===== config.mk =====
export PLATFORM = sky130hd
export DESIGN_NAME = mem_rd_arbiter_flat
export DESIGN_NICKNAME = d
export VERILOG_FILES = /design/src/rtl/mem_rd_arbiter_pkg.sv /design/src/rtl/mem_rd_arbiter_if.sv /design/src/rtl/mem_rd_arbiter_rd_tag_pipe.sv /design/src/rtl/mem_rd_arbiter.sv /design/src/flat_wrapper.sv
export SDC_FILE = /design/constraint.sdc
export NUM_CORES = 1
export LEC_CHECK = 0
export BUFFER_PORTS_ARGS = -buffer_cell sky130_fd_sc_hd__buf_2
export CAP_MARGIN = 20
export CELL_PAD_IN_SITES_DETAIL_PLACEMENT = 2
export CELL_PAD_IN_SITES_GLOBAL_PLACEMENT = 2
export CORE_MARGIN = 2
export CORE_UTILIZATION = 34
export DETAILED_ROUTE_END_ITERATION = 12
export GPL_ROUTABILITY_DRIVEN = 0
export PLACE_DENSITY_LB_ADDON = 0.1
export SLEW_MARGIN = 25
export SYNTH_ARGS = -nofsm -noshare
export SYNTH_HDL_FRONTEND = slang
export SYNTH_SLANG_ARGS = --single-unit

===== constraint.sdc =====
create_clock -name clk -period 3.5 [get_ports clk]
set_clock_uncertainty 0.05 [all_clocks]
set_input_delay 0.175 -clock clk [delete_from_list [all_inputs] [get_ports clk]]
set_output_delay 0.175 -clock clk [all_outputs]
set_load 0.05 [all_outputs]

===== src/rtl/mem_rd_arbiter_pkg.sv =====
// Shared constants and types for the packet-memory read arbiter.
package mem_rd_arbiter_pkg;

   typedef enum logic {
      PRI_CPU = 1'b0,
      PRI_FWD = 1'b1
   } pri_e;

   typedef enum logic {
      OWN_CPU = 1'b0,
      OWN_FWD = 1'b1
   } owner_e;

   typedef struct packed {
      logic   vld;
      owner_e owner;
   } rd_tag_t;

endpackage


===== src/rtl/mem_rd_arbiter_if.sv =====
// Requester and shared-memory read signals for mem_rd_arbiter.
interface mem_rd_arbiter_if #(
   parameter int ADDR_WIDTH = 9,
   parameter int DATA_WIDTH = 64
);
   logic                  cpu_req;
   logic [ADDR_WIDTH-1:0] cpu_addr;
   logic                  cpu_gnt;
   logic [DATA_WIDTH-1:0] cpu_data;
   logic                  cpu_data_vld;

   logic                  fwd_req;
   logic [ADDR_WIDTH-1:0] fwd_addr;
   logic                  fwd_gnt;
   logic [DATA_WIDTH-1:0] fwd_data;
   logic                  fwd_data_vld;

   logic                  mem_rd_en;
   logic [ADDR_WIDTH-1:0] mem_addr;
   logic [DATA_WIDTH-1:0] mem_data;
   logic                  mem_data_vld;

   modport master (
      input  cpu_req, cpu_addr, fwd_req, fwd_addr, mem_data, mem_data_vld,
      output cpu_gnt, cpu_data, cpu_data_vld,
      output fwd_gnt, fwd_data, fwd_data_vld,
      output mem_rd_en, mem_addr
   );

   modport slave (
      output cpu_req, cpu_addr, fwd_req, fwd_addr, mem_data, mem_data_vld,
      input  cpu_gnt, cpu_data, cpu_data_vld,
      input  fwd_gnt, fwd_data, fwd_data_vld,
      input  mem_rd_en, mem_addr
   );
endinterface


===== src/rtl/mem_rd_arbiter_rd_tag_pipe.sv =====
// Owner tag delay line: a tag entering with mem_rd_en reaches the head
// in the same cycle its read data comes back from memory.
module rd_tag_pipe
   import mem_rd_arbiter_pkg::*;
#(
   parameter int unsigned MEM_LAT = 2
) (
   input  logic    clk,
   input  logic    rst,
   input  rd_tag_t in_tag,
   output rd_tag_t head_tag
);

   rd_tag_t stage_q [MEM_LAT];

   always_ff @(posedge clk or negedge rst) begin
      if (!rst) begin
         for (int unsigned i = 0; i < MEM_LAT; i++) stage_q[i] <= '0;
      end else begin
         stage_q[0] <= in_tag;
         for (int unsigned i = 1; i < MEM_LAT; i++) stage_q[i] <= stage_q[i-1];
      end
   end

   assign head_tag = stage_q[MEM_LAT-1];

endmodule


===== src/rtl/mem_rd_arbiter.sv =====
// Round-robin arbiter sharing one packet-memory read port between the CPU
// adapter and the forwarder, steering returned words back to their owner.
module mem_rd_arbiter
   import mem_rd_arbiter_pkg::*;
#(
   parameter int          ADDR_WIDTH = 9,
   parameter int          DATA_WIDTH = 64,
   parameter int unsigned MEM_LAT    = 2
) (
   input  logic             clk,
   input  logic             rst,
   mem_rd_arbiter_if.master bus
);

   pri_e                  ptr_q, ptr_d;
   logic                  cpu_gnt, fwd_gnt;
   logic                  rd_en_q;
   logic [ADDR_WIDTH-1:0] addr_q;
   owner_e                own_q;
   rd_tag_t               in_tag, head_tag;
   logic [DATA_WIDTH-1:0] cpu_data_q, fwd_data_q;
   logic                  cpu_vld_q, fwd_vld_q;

   // Pointer only matters on contention; it always moves to the loser.
   always_comb begin
      cpu_gnt = 1'b0;
      fwd_gnt = 1'b0;
      ptr_d   = ptr_q;
      if (rst) begin
         if (bus.cpu_req && (!bus.fwd_req || ptr_q == PRI_CPU)) begin
            cpu_gnt = 1'b1;
            ptr_d   = PRI_FWD;
         end else if (bus.fwd_req) begin
            fwd_gnt = 1'b1;
            ptr_d   = PRI_CPU;
         end
      end
   end

   always_ff @(posedge clk or negedge rst) begin
      if (!rst) ptr_q <= PRI_CPU;
      else      ptr_q <= ptr_d;
   end

   always_ff @(posedge clk or negedge rst) begin
      if (!rst) begin
         rd_en_q <= 1'b0;
         addr_q  <= '0;
         own_q   <= OWN_CPU;
      end else begin
         rd_en_q <= cpu_gnt | fwd_gnt;
         if (cpu_gnt) begin
            addr_q <= bus.cpu_addr;
            own_q  <= OWN_CPU;
         end else if (fwd_gnt) begin
            addr_q <= bus.fwd_addr;
            own_q  <= OWN_FWD;
         end
      end
   end

   always_comb begin
      in_tag       = '0;
      in_tag.vld   = rd_en_q;
      in_tag.owner = own_q;
   end

   rd_tag_pipe #(.MEM_LAT(MEM_LAT)) u_tag_pipe (
      .clk      (clk),
      .rst      (rst),
      .in_tag   (in_tag),
      .head_tag (head_tag)
   );

   // Returns with no live head tag (stray or pre-reset reads) are dropped.
   always_ff @(posedge clk or negedge rst) begin
      if (!rst) begin
         cpu_data_q <= '0;
         fwd_data_q <= '0;
         cpu_vld_q  <= 1'b0;
         fwd_vld_q  <= 1'b0;
      end else begin
         cpu_vld_q <= 1'b0;
         fwd_vld_q <= 1'b0;
         if (bus.mem_data_vld && head_tag.vld) begin
            if (head_tag.owner == OWN_CPU) begin
               cpu_data_q <= bus.mem_data;
               cpu_vld_q  <= 1'b1;
            end else begin
               fwd_data_q <= bus.mem_data;
               fwd_vld_q  <= 1'b1;
            end
         end
      end
   end

   assign bus.cpu_gnt      = cpu_gnt;
   assign bus.fwd_gnt      = fwd_gnt;
   assign bus.mem_rd_en    = rd_en_q;
   assign bus.mem_addr     = addr_q;
   assign bus.cpu_data     = cpu_data_q;
   assign bus.cpu_data_vld = cpu_vld_q;
   assign bus.fwd_data     = fwd_data_q;
   assign bus.fwd_data_vld = fwd_vld_q;

endmodule


===== src/flat_wrapper.sv =====
// flat-port wrapper written by rule: the top's interface ports become plain ports
module mem_rd_arbiter_flat import mem_rd_arbiter_pkg::*;
#(
   parameter int          ADDR_WIDTH = 9,
   parameter int          DATA_WIDTH = 64,
   parameter int unsigned MEM_LAT    = 2
)
  (clk, rst, bus_cpu_req, bus_cpu_addr, bus_fwd_req, bus_fwd_addr, bus_mem_data, bus_mem_data_vld, bus_cpu_gnt, bus_cpu_data, bus_cpu_data_vld, bus_fwd_gnt, bus_fwd_data, bus_fwd_data_vld, bus_mem_rd_en, bus_mem_addr);
  mem_rd_arbiter_if #(.ADDR_WIDTH(ADDR_WIDTH), .DATA_WIDTH(DATA_WIDTH)) bus_i ();
  input  logic clk;
  input  logic rst;
  input wire logic [$bits(bus_i.cpu_req)-1:0] bus_cpu_req;
  input wire logic [$bits(bus_i.cpu_addr)-1:0] bus_cpu_addr;
  input wire logic [$bits(bus_i.fwd_req)-1:0] bus_fwd_req;
  input wire logic [$bits(bus_i.fwd_addr)-1:0] bus_fwd_addr;
  input wire logic [$bits(bus_i.mem_data)-1:0] bus_mem_data;
  input wire logic [$bits(bus_i.mem_data_vld)-1:0] bus_mem_data_vld;
  output wire logic [$bits(bus_i.cpu_gnt)-1:0] bus_cpu_gnt;
  output wire logic [$bits(bus_i.cpu_data)-1:0] bus_cpu_data;
  output wire logic [$bits(bus_i.cpu_data_vld)-1:0] bus_cpu_data_vld;
  output wire logic [$bits(bus_i.fwd_gnt)-1:0] bus_fwd_gnt;
  output wire logic [$bits(bus_i.fwd_data)-1:0] bus_fwd_data;
  output wire logic [$bits(bus_i.fwd_data_vld)-1:0] bus_fwd_data_vld;
  output wire logic [$bits(bus_i.mem_rd_en)-1:0] bus_mem_rd_en;
  output wire logic [$bits(bus_i.mem_addr)-1:0] bus_mem_addr;
  assign bus_i.cpu_req = bus_cpu_req;
  assign bus_i.cpu_addr = bus_cpu_addr;
  assign bus_i.fwd_req = bus_fwd_req;
  assign bus_i.fwd_addr = bus_fwd_addr;
  assign bus_i.mem_data = bus_mem_data;
  assign bus_i.mem_data_vld = bus_mem_data_vld;
  assign bus_cpu_gnt = bus_i.cpu_gnt;
  assign bus_cpu_data = bus_i.cpu_data;
  assign bus_cpu_data_vld = bus_i.cpu_data_vld;
  assign bus_fwd_gnt = bus_i.fwd_gnt;
  assign bus_fwd_data = bus_i.fwd_data;
  assign bus_fwd_data_vld = bus_i.fwd_data_vld;
  assign bus_mem_rd_en = bus_i.mem_rd_en;
  assign bus_mem_addr = bus_i.mem_addr;
  mem_rd_arbiter #(.ADDR_WIDTH(ADDR_WIDTH), .DATA_WIDTH(DATA_WIDTH), .MEM_LAT(MEM_LAT)) u_core (.clk(clk), .rst(rst), .bus(bus_i));
endmodule

==> out/results.ini <==
[global_routing]
antenna_found_initial = 1
grt_pass1_vias = 4701
grt_usage_pct = 20.1
overflow = 0
grt_pass1_wl_um = 27000
grt_max_degree = 66

[placement]
io_buffers = 228
dp.cells = 778
hpwl_um = 11200
pre_cts_slack_ns = 1.59

[finish]
register_area_um2 = 3650
num_antenna_cells = 0
fin_cells = 880
layout-drive-gt1-share_pct = 59.4
multi_input_area_um2 = 1880
syn_to_final_growth_pct = 45.8
fin_nets = 734
fillers = 1607

[detailed_routing]
vias = 4016
drtPass1Iterations = 4
ant_nets = 0
finalWirelength_um = 17000
viasPerCell = 4.56
wl_per_cell_um = 19.4
drcViolationCount = 0
drt-initial-drc-count = 90

[sta]
setup_ws_ns = 1.59
worst_pin_slew_ns = 0.820
fmax_ghz = 0.524
final.period_utilization_pct = 54.5
maxSlewHeadroom_pct = 45.4
drv_slew = 0
setup_tns_ns = 0
fin_hold_ws_ns = 0.0188
rsz0062_at_grt = false
hold_viol = 0
final_period_minus_worst_setup_slack_ns = 1.91
finalSetupViolCount = 0

[worst_setup_path]
startpoint = u_core.u_tag_pipe.head_tag[0]$_DFF_PN0_
cp-start-kind = register
end_kind = register
crit_type = register to register
crit_end = u_core.bus.fwd_data[62]$_DFFE_PN0P_
critPathRequiredTime_ns = 3.75
cp_max_fo = 21
rr_worst_depth = 3
crit-reg2reg-launch = u_core.u_tag_pipe.head_tag[0]$_DFF_PN0_
cp_data_arrival_time_ns = 2.16
reg2reg_slack_ns = 1.59
r2r_end = u_core.bus.fwd_data[62]$_DFFE_PN0P_

[synth]
synth_area_leaders = dfrtp_1, mux2_2, mux2_4
synthesis.nets = 429
syn_area_um2 = 5680
ys_warn_count = 0
synth.distinct_cells = 21
synth_common_cells = dfrtp_1, mux2_2, mux2_4
yosys_most_used_dff = dfrtp_1
netlist.area_leader.share_pct = 64.3
yosysTopAreaCell = dfrtp_1
avgSynthCellArea_um2 = 16.6
yosysSeqAreaShare_pct = 64.3
synth_most_common_cell = dfrtp_1
async_reset_ff_share_pct = 100
yosys_register_bits = 146
synth_edf_count = 0
synth_cells = 342

[hold_path]
hold_path.class = primary input to register

[flow_run]
drv_cap = 0

[cts]
cts.root.buffer_cell = clkbuf_16
cts-htree-levels = 4
tritoncts = built
cts.sinks = 146
cts_buffers = 17
path_clk_slew_ns = 0.06
clock_path_buffers = 2
clock_latency_ns = 0.42

[die]
core_um2 = 16500
fp.dieH_um = 133
start_util_pct = 34.5
die_x_um = 133
ios = 229
fp-row-count = 47
dieArea_um2 = 17800

[power_and_ir_drop]
finalPower_mw = 7.15
vdd_drop_max_mv = 0.507
p_per_area_nw_per_um2 = 863
leakagePower_nw = 4.17

[status]
run_status = completed

==> flip-flops by register name, indices dropped and copies added (netlist names) <==
register                    cells
u_core.bus.mem_addr             9
u_core.bus.mem_rd_en            1
u_core.ptr_q                    1
u_core.u_tag_pipe.stage_q       2
u_core.u_tag_pipe.head_tag      2
u_core.bus.fwd_data            64
u_core.bus.cpu_data            64
u_core.own_q                    1
u_core.bus.cpu_data_vld         1
u_core.bus.fwd_data_vld         1
==> per-layer routing <==
layer | GRT usage, % | vias to the layer above | share of wire, % | routed length (um)
met4 | 5.50 | 2 | 1.2 | 211
li1 | - | 1804 | - | -
met1 | 23.1 | 2047 | 40 | 6790
met2 | 35.3 | 144 | 53 | 8970
met3 | 7.23 | 19 | 6.2 | 1060
met5 | 0 | - | 0.076 | 13
==> worst min path at each step <==
stage / from / endpoint / cells past startpoint
finish: bus_cpu_addr[5] / u_core.bus.mem_addr[5]$_DFFE_PN0P_ / 3
global route: bus_cpu_addr[5] / u_core.bus.mem_addr[5]$_DFFE_PN0P_ / 3
CTS: bus_cpu_addr[5] / u_core.bus.mem_addr[5]$_DFFE_PN0P_ / 3
detailed placement: rst / u_core.bus.fwd_data[6]$_DFFE_PN0P_ / 1
global placement: rst / u_core.bus.cpu_data[10]$_DFFE_PN0P_ / 1
floorplan: rst / u_core.bus.cpu_data[0]$_DFFE_PN0P_ / 0
==> critical path, cell delays in order, from the launching register on <==
cell and delay, ns:
dfrtp_1 0.35, nand3_2 0.43, inv_2 0.56, mux2_2 0.40
==> metrics by stage <==
stage,util [%],cell area (um2)
2_1_floorplan,-,5680
3_3_place_gp,42.6,7010
3_5_place_dp,42.6,7010
4_1_cts,50.3,8290
5_1_grt,50.3,8290
6_report,50.3,8290
==> timing repair <==
| action | 4_1_cts | 5_1_grt |
|---|---|---|
| resized for setup | 0 | 0 |
| hold endpoints to repair | 177 | 0 |
| endpoints found under the setup margin | 0 | 0 |
| setup buffers | 0 | 0 |
| hold buffers | 70 | 0 |
==> cell usage in the layout, fill, tap and decap left out, types with 2 or more instances in the layout <==
master,count
clkbuf_8,3
mux2_2,75
clkinvlp_4,6
inv_1,2
buf_4,5
dlygate4sd3_1,70
mux2_4,49
buf_2,227
clkbuf_16,17
nor2_1,10
mux2_1,4
dfrtp_1,146
nand2_1,11
o31ai_1,9
clkinv_4,3
a21oi_1,10
==> report_power, final <==
| part | internal (mW) | switching (mW) | leakage (nW) | total, mW |
|---|---|---|---|---|
| logic | 0.828 | 2.16 | 2.16 | 2.99 |
| registers | 2.15 | 0.264 | 1.74 | 2.41 |
| clock network | 1.03 | 0.713 | 0.264 | 1.75 |
==> cells by family after synthesis <==
| logic type | share of synthesized area, % |
|---|---|
| buffers and inverters | 2.55 |
| multiplexers | 28.6 |
| flip-flops | 64.3 |
| AND/OR/NAND/NOR | 1.92 |
| AO/OA/AOI/OAI | 2.64 |
==> final cells by class <==
type	instances	share of cell area [%]
clock buffer	21	5.68
timing repair buffer	303	22.8
clock inverter	11	1.28
inverter	3	0.136
sequential	146	44.1
tap	220	3.32
multi-input combinational	176	22.7
Note: power is estimated with default switching activity, not from simulation.
